File: src/rtl/arb_pkg.sv
// Shared types and helpers for the least-recently-granted matrix arbiter.
// Latency: n/a (constants, types and pure functions only).
// Backpressure: n/a.
package arb_pkg;

    // Upper bound on requester count; helpers are sized to this and callers cast down.
    localparam int ARB_MAX_W   = 32;
    localparam int ARB_IDX_MAX = $clog2(ARB_MAX_W);

    // Lock register: the holder index is kept at full helper width so one type
    // serves every arbiter size.
    typedef struct packed {
        logic                   locked;
        logic [ARB_IDX_MAX-1:0] idx;
    } arb_lock_t;

    // One-hot to binary. OR-encoding is exact for one-hot input and gives 0 for zero input.
    function automatic logic [ARB_IDX_MAX-1:0] onehot2idx(input logic [ARB_MAX_W-1:0] vec);
        logic [ARB_IDX_MAX-1:0] idx;
        idx = '0;
        for (int i = 0; i < ARB_MAX_W; i++) begin
            if (vec[i]) begin
                idx = idx | ARB_IDX_MAX'(i);
            end
        end
        return idx;
    endfunction

    // Reset priority: lower index beats higher index.
    function automatic logic init_prio(input int i, input int j);
        return (i < j);
    endfunction

endpackage

File: src/rtl/arb_matrix_prio_reg.sv
// Upper-triangle priority flops, expanded to the full WIDTH x WIDTH matrix.
// Latency: matrix reflects an update on the cycle after upd.
// Backpressure: none; updates only when upd is asserted, otherwise holds.
module arb_matrix_prio_reg
    import arb_pkg::*;
#(
    parameter int WIDTH = 4,
    parameter int IDX_W = $clog2(WIDTH > 1 ? WIDTH : 2)
) (
    input  logic                         clk,
    input  logic                         rst_n,
    input  logic                         upd,
    input  logic [IDX_W-1:0]             upd_idx,
    output logic [WIDTH-1:0][WIDTH-1:0]  prio
);

    for (genvar i = 0; i < WIDTH; i++) begin : g_row
        for (genvar j = 0; j < WIDTH; j++) begin : g_col
            if (i < j) begin : g_flop
                logic q;

                // Winner drops below every other requester; pairs not involving it hold.
                always_ff @(posedge clk or negedge rst_n) begin
                    if (!rst_n) begin
                        q <= init_prio(i, j);
                    end else if (upd && (upd_idx == IDX_W'(i))) begin
                        q <= 1'b0;
                    end else if (upd && (upd_idx == IDX_W'(j))) begin
                        q <= 1'b1;
                    end
                end

                assign prio[i][j] = q;
                assign prio[j][i] = ~q;
            end else if (i == j) begin : g_diag
                assign prio[i][j] = 1'b0;
            end
        end
    end

endmodule

File: src/rtl/arb_matrix_lru.sv
// Least-recently-granted matrix arbiter with optional packet lock.
// Latency: grant is combinational from v_vld and state; state updates on the fire edge.
// Backpressure: gnt_rdy=0 holds all state; the grant follows v_vld unless a lock is held.
module arb_matrix_lru
    import arb_pkg::*;
#(
    parameter int WIDTH   = 4,
    parameter int LOCK_EN = 0,
    parameter int IDX_W   = $clog2(WIDTH > 1 ? WIDTH : 2)
) (
    input  logic             clk,
    input  logic             rst_n,
    input  logic [WIDTH-1:0] v_vld,
    input  logic [WIDTH-1:0] v_last,
    input  logic             gnt_rdy,
    output logic [WIDTH-1:0] v_grant,
    output logic             grant_vld,
    output logic [IDX_W-1:0] grant_idx,
    output logic             locked
);

    logic [WIDTH-1:0][WIDTH-1:0] prio;
    logic [WIDTH-1:0]            grant_free;
    logic [WIDTH-1:0]            lock_hit;
    logic [WIDTH-1:0]            order_seen;
    arb_lock_t                   lock_r;
    logic                        fire;
    logic                        last_hit;
    logic                        upd;

    arb_matrix_prio_reg #(
        .WIDTH (WIDTH),
        .IDX_W (IDX_W)
    ) u_prio (
        .clk     (clk),
        .rst_n   (rst_n),
        .upd     (upd),
        .upd_idx (grant_idx),
        .prio    (prio)
    );

    // Unlocked winner: a requester wins when no other active requester beats it.
    always_comb begin
        grant_free = '0;
        for (int i = 0; i < WIDTH; i++) begin
            grant_free[i] = v_vld[i];
            for (int j = 0; j < WIDTH; j++) begin
                if (v_vld[j] && prio[j][i]) begin
                    grant_free[i] = 1'b0;
                end
            end
        end
    end

    // Decode the lock holder; only that requester may be granted while locked.
    always_comb begin
        lock_hit = '0;
        for (int i = 0; i < WIDTH; i++) begin
            lock_hit[i] = (lock_r.idx == ARB_IDX_MAX'(i));
        end
    end

    assign v_grant   = lock_r.locked ? (v_vld & lock_hit) : grant_free;
    assign grant_vld = |v_grant;
    assign grant_idx = IDX_W'(onehot2idx(ARB_MAX_W'(v_grant)));
    assign locked    = lock_r.locked;

    // v_grant is one-hot, so masking v_last with it selects the winner's last flag.
    assign last_hit = |(v_last & v_grant);
    assign fire     = grant_vld & gnt_rdy;
    assign upd      = fire & ((LOCK_EN != 0) ? last_hit : 1'b1);

    // Lock opens on the first non-last accepted beat and closes on the accepted last beat.
    always_ff @(posedge clk or negedge rst_n) begin
        if (!rst_n) begin
            lock_r <= '0;
        end else if ((LOCK_EN != 0) && fire) begin
            if (last_hit) begin
                lock_r.locked <= 1'b0;
            end else if (!lock_r.locked) begin
                lock_r.locked <= 1'b1;
                lock_r.idx    <= ARB_IDX_MAX'(grant_idx);
            end
        end
    end

    // Each requester must beat a distinct number of others for the matrix to be a total order.
    always_comb begin
        order_seen = '0;
        for (int i = 0; i < WIDTH; i++) begin
            for (int k = 0; k < WIDTH; k++) begin
                if ($countones(prio[i]) == k) begin
                    order_seen[k] = 1'b1;
                end
            end
        end
    end

    a_grant_onehot0: assert property (@(posedge clk) disable iff (!rst_n) $onehot0(v_grant));
    a_grant_has_req: assert property (@(posedge clk) disable iff (!rst_n) ((v_grant & ~v_vld) == '0));
    a_total_order:   assert property (@(posedge clk) disable iff (!rst_n) (&order_seen));

endmodule

File: config.mk
export PLATFORM = sky130hd
export DESIGN_NAME = arb_matrix_lru
export DESIGN_NICKNAME = d
export VERILOG_FILES = /design/src/rtl/arb_pkg.sv /design/src/rtl/arb_matrix_prio_reg.sv /design/src/rtl/arb_matrix_lru.sv
export SDC_FILE = /design/constraint.sdc
export NUM_CORES = 1
export LEC_CHECK = 0
export ABC_CLOCK_PERIOD_IN_PS = 3900
export BUFFER_PORTS_ARGS = -buffer_cell sky130_fd_sc_hd__buf_2
export CAP_MARGIN = 10
export CORE_AREA = 3 3 40 42
export DETAILED_ROUTE_END_ITERATION = 10
export DIE_AREA = 0 0 43 45
export PLACE_DENSITY_LB_ADDON = 0.05
export SLEW_MARGIN = 0
export SYNTH_ARGS = -nofsm -noshare
export SYNTH_HDL_FRONTEND = slang
export SYNTH_SLANG_ARGS = --single-unit
File: constraint.sdc
create_clock -name clk -period 3.9 [get_ports clk]
set_clock_uncertainty 0.2 [all_clocks]
set_input_delay 0.78 -clock clk [delete_from_list [all_inputs] [get_ports clk]]
set_output_delay 0.78 -clock clk [all_outputs]
set_load 0.005 [all_outputs]
======== Word level (Yosys, flattened, before mapping) ========
Cells that the tools add are included.
word-level totals
  flip-flop bits (word level) ............. 6
  input bits .............................. 11
  output and inout port bits .............. 8
  word-level logic and storage cells ...... 70
cells by class
  eq/ne operators ......................... 6
  muxes and demuxes ....................... 25
  bitwise logic cells ..................... 8
  reductions and logical operators ........ 25
operator list
  operator                                              count
  2-to-1 mux 1 bit                                      22
  logical AND 1 bit                                     16
  nonzero test 2 bit                                    6
  equality test 5 x 2 -> 1 bit (second input constant)  2
  NOT 1 bit                                             6
  equality test 5 x 1 -> 1 bit (second input constant)  1
  zero test 5 bit                                       1
  AND 4 bit                                             1
  equality test 2 bit (second input constant)           2
  2-to-1 mux 2 bit                                      2
  2-to-1 mux 4 bit                                      1
  OR reduction 4 bit                                    1
  equality test 2 x 1 -> 1 bit (second input constant)  1
  zero test 2 bit                                       1
  AND 1 bit                                             1

======== Longest topological paths before layout ========
Gate-level depths: netlist (run 1).
  depth in word-level cells ............... 13
  gate-level depth with buffers ........... 4
  depth with buffers taken out ............ 4

======== By module ========
From an unflattened synthesis (run 1), not the netlist that was laid out.
second synthesis, totals
  cells, all modules ...................... 60
  area total of the unflattened synthesis .. 506.7 µm²
modules (own cells, without submodules)
  module               times used  cells each  area an instance (µm²)
  arb_matrix_prio_reg  1           37          360.3
  arb_matrix_lru       1           23          146.4

======== Worst setup path before layout (run 1) ========
OpenSTA, ideal clock, no wires.
  kind .................................... input port to output port
  start ................................... in v_vld[1]
  end ..................................... out grant_vld
  arrival time ............................ 1228 ps
  required time ........................... 2920 ps
  slack ................................... 1692 ps
  stages .................................. 3
  cells stage by stage .................... or2b_1 nand4_1 nand4_1
between the ends
  longest elaborated chain between the ends .. 6
  elaborated cells on any way between the ends .. 16
  those cells by class .................... mux: 11; bitwise: 1; reduce/logical: 4
RTL lines
  element                         RTL line              RTL
  start: declaration              arb_matrix_lru.sv:13  input logic [WIDTH-1:0] v_vld,
  logical AND 1 bit               arb_matrix_lru.sv:48  if (v_vld[j] && prio[j][i]) begin
  2-to-1 mux 1 bit (3 in series)  arb_matrix_lru.sv:48
  2-to-1 mux 4 bit (*)            arb_matrix_lru.sv:63  assign v_grant = lock_r.locked ? (v_vld & lock_hit) : grant_free;
  OR reduction 4 bit (*)          arb_matrix_lru.sv:64  assign grant_vld = |v_grant;
  end: declaration                arb_matrix_lru.sv:17  output logic grant_vld,
Every way passes the cells marked *; elsewhere a longest branch is shown, timed or not.

======== Worst setup path in the final report (run 1) ========
Same ends and word-level chain as after synthesis.

==> metrics, run 1 <==
initial antenna violation count 0; worst hold stages 2; Net Count, Synth 53; Crit path required time 2.92 ns; worst hold start u_prio.g_row[2].g_col[3].g_flop.q; Worst setup SP type input pin; core outline area 0.00128 sq mm; PostCTS Resize Cnt 0; Final nets 70; mapped cell area 392 sq um; Pwr Total 0.338 mW; # clock sinks 6; Synth Register Bits 6; Post-CTS Setup Inserts 0; unrepaired setup endpoints after global routing false; first-pass GRT wire length 1370 um; Die Y 45 um; commonest non-fill, non-tap cell in the layout buf_2; routability cong. 0.730; r2r startpoint u_prio.g_row[0].g_col[2].g_flop.q; num ports 19; commonest cells after routing, fill and taps aside buf_2 (13), inv_1 (6), dfstp_2 (6), nand2_1 (5), nand2b_1 (5); Pre-antenna DRT Iters 2; fin cells 72; Hold WC Path Type reg -> reg; cell count after synthesis 42; Area Overhead vs Synth 25.2%; number of distinct library cells after synthesis 20; DRC viols 0; kind of critical path in -> out; worst-skew pair later-pin latency 0.24 ns; status completed; clock buffer depth 2; max reg flops 6; CP Cell Sequence buf_2 > or2b_1 > nand4_1 > nand4_1 > buf_2; initial cell density of the core 0.305; sequential area share after synthesis 0.403; Vias/cell 4.81; TritonCTS clock tree yes; minimum clock period 2.51 ns; Setup TNS Final 0 ns; drt wl/cell 11.8 um; share of cells above drive strength 1 0.491; R2R depth 3; port bufs 13; slowest cell delay on critical path 0.26 ns; Die ar. 0.00194 sq mm; H-tree levels 1; total gr overflow 0; clk root buf clkbuf_4; Cell Rows 13; setup slack, reg-to-reg 2.56 ns; DR iter-0 viols 5; max-cap viol count 0; routed wire length 852 um; hold buffer count at cts 0; Top Registers u_prio.g_row.g_col.g_flop.q x6; largest reg by FF count u_prio.g_row.g_col.g_flop.q; dpl hpwl 740 um; Lkg Pwr 0.264 nW; Ant. Diodes 0; crit path max-delay cell type or2b_1; Final ANT Viol Nets 0; Max Freq 0.399 GHz; dpl cells 69; clock slew at reported path FFs 0.04 ns; hold worst-path end u_prio.g_row[2].g_col[3].g_flop.q; nature of the critical path endpoint output port; number of global-route vias before repair 322; Die Wd 43 um; CTS Buf Count 3; final setup vio count 0; Syn Area/Cell 9.32 sq um; Arr. time, crit path 1.53 ns; Max Fanout on Critical Path 4; Yosys Warn Count 6; r2r endpoint u_prio.g_row[0].g_col[1].g_flop.q; largest net degree at the start of global routing 7; final worst path period share 0.643; worst hold slack 0.266 ns; maximum vdd drop 303 uV; final slew viol count 0; total track usage 0.0963; Final Hold Fails 0; DR vias 346; Power Dens Cells 690 mW/mm^2
## synthesized netlist by cell type
master     count  area, sq um
dfstp_2        6          158
inv_2          1         3.75
a21o_1         1         7.51
a2bb2oi_1      1         8.76
and4_1         1         8.76
a21oi_1        1         5.00
nand2b_1       5         31.3
nand2_1        5         18.8
inv_1          6         22.5
a22o_1         1         8.76
a21boi_2       1         11.3
nand4b_2       1         15.0
nand4_1        3         18.8
a22oi_2        2         25.0
or2b_1         1         7.51
a22oi_1        1         7.51
nand4_2        1         12.5
nand3_1        2         10.0
buf_4          1         7.51
conb_1         1         3.75
## stage by stage
step                cell area (sq um)  utilization  setup WS (ns)
detailed placement                468        0.364           1.38
CTS                               490        0.382           1.38
global route                      490        0.382           1.33
finish                            490        0.382           1.39
floorplan                         392            -           1.69
global placement                  468        0.364           1.40
## worst max path at each step
stage / to / start / depth (start not counted) / slack [ns]
2_1_floorplan: grant_vld / v_vld[1] / 3 / 1.69
3_3_place_gp: grant_vld / v_vld[1] / 5 / 1.40
3_5_place_dp: grant_vld / v_vld[1] / 5 / 1.38
4_1_cts: grant_vld / v_vld[1] / 5 / 1.38
5_1_grt: grant_vld / v_vld[1] / 5 / 1.33
6_report: grant_vld / v_vld[1] / 5 / 1.39
## worst max-delay path, delay by kind of cell
| family | cells | cell delay [ns] |
|---|---|---|
| simple gates | 3 | 0.48 |
| buf+inv | 2 | 0.26 |
## cells by family after synthesis
kind of cell	share of synthesized area
AOI/OAI and AO/OA	0.188
buffers and inverters	0.0863
other	0.00958
and+or+nand+nor	0.313
DFF	0.403
## layer usage
metal,wire length (um),global-route usage,up-vias
li1,-,-,178
met1,371,0.103,156
met2,413,0.156,12
met3,67,0.0359,0
met4,0,0.0723,0
met5,0,0,-
## power breakdown
| part | internal, mW | switching, mW | total [mW] |
|---|---|---|---|
| clock | 0.0346 | 0.0190 | 0.0536 |
| combinational | 0.0722 | 0.0665 | 0.139 |
| sequential | 0.119 | 0.0274 | 0.146 |
| total | 0.225 | 0.113 | 0.338 |
## layout make-up
cell class	count	area, sq um
sequential	6	158
multi-input combinational	28	200
inverter	7	26.3
tap	15	18.8
fill	141	795
timing repair buffer	13	65.1
clock buffer	3	22.5
No activity file was read; power rests on OpenSTA's default activity.
==> inputs of run 2 (changes only) <==
--- a/config.mk
+++ b/config.mk
@@ -5,7 +5,8 @@
 export SDC_FILE = /design/constraint.sdc
 export NUM_CORES = 1
 export LEC_CHECK = 0
-export ABC_CLOCK_PERIOD_IN_PS = 3900
+export ABC_AREA = 1
+export ABC_CLOCK_PERIOD_IN_PS = 2210
 export BUFFER_PORTS_ARGS = -buffer_cell sky130_fd_sc_hd__buf_2
 export CAP_MARGIN = 10
 export CORE_AREA = 3 3 40 42
==> constraint.sdc (replaced) <==
create_clock -name clk -period 2.21 [get_ports clk]
set_clock_uncertainty 0.2 [all_clocks]
set_input_delay 0.442 -clock clk [delete_from_list [all_inputs] [get_ports clk]]
set_output_delay 0.442 -clock clk [all_outputs]
set_load 0.005 [all_outputs]
==> metrics, run 2 <==
clock slew at reported path FFs 0.04 ns; Syn Area/Cell 6.62 sq um; crit path max-delay cell type dfstp_2; Synth area leader dfstp_2; clk root buf clkbuf_4; initial antenna violation count 0; Crit path required time 1.57 ns; minimum clock period 1.99 ns; max reg flops 6; number of distinct library cells after synthesis 15; dpl cells 89; placed inst area 487 sq um; Setup TNS Final 0 ns; post-synth top area share 0.384; sequential area share after synthesis 0.384; DRC viols 0; routed wire length 840 um; Pre-antenna DRT Iters 3; Final nets 90; Post-synth EDFFs 0; first-pass GRT wire length 1380 um; filler instances 156; top cells by count, synth nand2_1 (28), inv_1 (12), dfstp_2 (6), nor2_1 (3); cell class contributing the biggest share of worst-path delay flip-flops; footprint of the multi-input gates 200 sq um; number of global-route vias before repair 350; Async SR Flop Fraction 1.00; TritonCTS clock tree yes; total gr overflow 0; Yosys Warn Count 6; share of cells above drive strength 1 0.338; PnR worst setup slack 0.220 ns; status completed; slowest cell delay on critical path 0.52 ns; largest reg by FF count u_prio.g_row.g_col.g_flop.q; Ant. Diodes 0; DRT met1 WL 380 um; Net Count, Synth 73; Max Used Layer met4; port bufs 13; largest cells by area after synthesis dfstp_2 (38%), nand2_1 (26%), inv_1 (11%), nor2_4 (5.5%), nor2_1 (2.7%); Worst setup SP type register; num ports 19; Register Area 158 sq um; kind of critical path reg -> out; Arr. time, crit path 1.35 ns; final setup vio count 0; mapped cell area 410 sq um; metal3 WL 54 um; max-cap viol count 0; initial cell density of the core 0.319; count leader, synth nand2_1; core outline area 0.00128 sq mm; Max Fanout on Critical Path 5; DR iter-0 viols 3; Buf/Inv on CP 2; PostCTS Resize Cnt 0; Synth Register Bits 6; dpl hpwl 740 um; Die Wd 43 um; Die Y 45 um; Primary FF master, synth dfstp_2; Vias/cell 4.04; hold buffer count at cts 0; fin cells 92; cell count after synthesis 62; post-placement setup slack 0.422 ns; H-tree levels 1; Power Dens Cells 1180 mW/mm^2; total track usage 0.101; post-route cell area 509 sq um; maximum vdd drop 505 uV; unrepaired setup endpoints after global routing false; Top Registers u_prio.g_row.g_col.g_flop.q x6; commonest cells after routing, fill and taps aside nand2_1 (28), buf_2 (13), inv_1 (12), dfstp_2 (6); Hold WC Path Type in -> async; commonest non-fill, non-tap cell in the layout nand2_1; final worst path period share 0.900; drt wl/cell 9.13 um; largest net degree at the start of global routing 7; Die ar. 0.00194 sq mm; Cell Rows 13; Area Overhead vs Synth 24.1%; Final Hold Fails 0; Post-CTS Setup Inserts 0; # clock sinks 6; met2 wire len 393 um; DR vias 372; routability cong. 0.735; worst-skew pair later-pin latency 0.23 ns; nature of the critical path endpoint output port; CTS Buf Count 3; Final ANT Viol Nets 0; Lkg Pwr 0.313 nW; CP Cell Sequence inv_1 > nand2_1 > nand4_1 > nand3_1 > buf_2; clock buffer depth 2; final slew viol count 0; worst hold slack 0.00817 ns; Max Freq 0.502 GHz
-- run 2: cell count changes in the layout (fill, tap and decap cells not counted), sizes merged, moves of 3 or more --
cell | before | now
a22oi | 3 | 0
inv | 7 | 12
nand2 | 5 | 28
nand2b | 5 | 0
nand4 | 4 | 1
nor2 | 0 | 6
-- run 2: power by group --
| group | total, mW | switching, mW | internal (mW) |
|---|---|---|---|
| clock network | 0.0927 | 0.0318 | 0.0609 |
| registers | 0.241 | 0.0336 | 0.207 |
| logic | 0.269 | 0.159 | 0.110 |
| total | 0.603 | 0.225 | 0.378 |
-- run 2: kinds of logic (layout without fill, tap and decap cells) --
logic type / count (synthesis) / count (layout) / synth area share
other cells: 1 / 1 / 0.00914
buf+inv: 13 / 28 / 0.128
compound gates: 4 / 4 / 0.0610
simple gates: 38 / 38 / 0.418
flops: 6 / 6 / 0.384
-- run 2: layer usage --
metal	track usage	vias up
met1	0.103	148
li1	-	211
met2	0.168	11
met5	0	-
met4	0.0904	0
met3	0.0279	2
-- run 2: final timing paths --
kind / startpoint / to / cells after the start / slack [ns]
worst max register to register: u_prio.g_row[1].g_col[2].g_flop.q / u_prio.g_row[1].g_col[2].g_flop.q / 5 / 0.72
max in group asynchronous: rst_n / u_prio.g_row[2].g_col[3].g_flop.q / 1 / 1.78
worst max-delay path: u_prio.g_row[1].g_col[2].g_flop.q / grant_vld / 5 / 0.22
worst min register to register: u_prio.g_row[0].g_col[1].g_flop.q / u_prio.g_row[0].g_col[1].g_flop.q / 2 / 0.27
worst min-delay path: rst_n / u_prio.g_row[0].g_col[1].g_flop.q / 1 / 0.008
min in group clk: u_prio.g_row[0].g_col[1].g_flop.q / u_prio.g_row[0].g_col[1].g_flop.q / 2 / 0.27
-- run 2: stage by stage --
stage,power [mW],util
after floorplan,0.430,-
after global placement,0.520,0.379
after detailed placement,0.517,0.379
after CTS,0.616,0.396
after global routing,0.667,0.396
final,0.603,0.396
-- run 2: cell type report --
type / count / area share
multi-input combinational: 43 / 0.393
sequential: 6 / 0.310
timing repair buffer: 13 / 0.128
inverter: 12 / 0.0885
clock buffer: 3 / 0.0442
tap: 15 / 0.0369
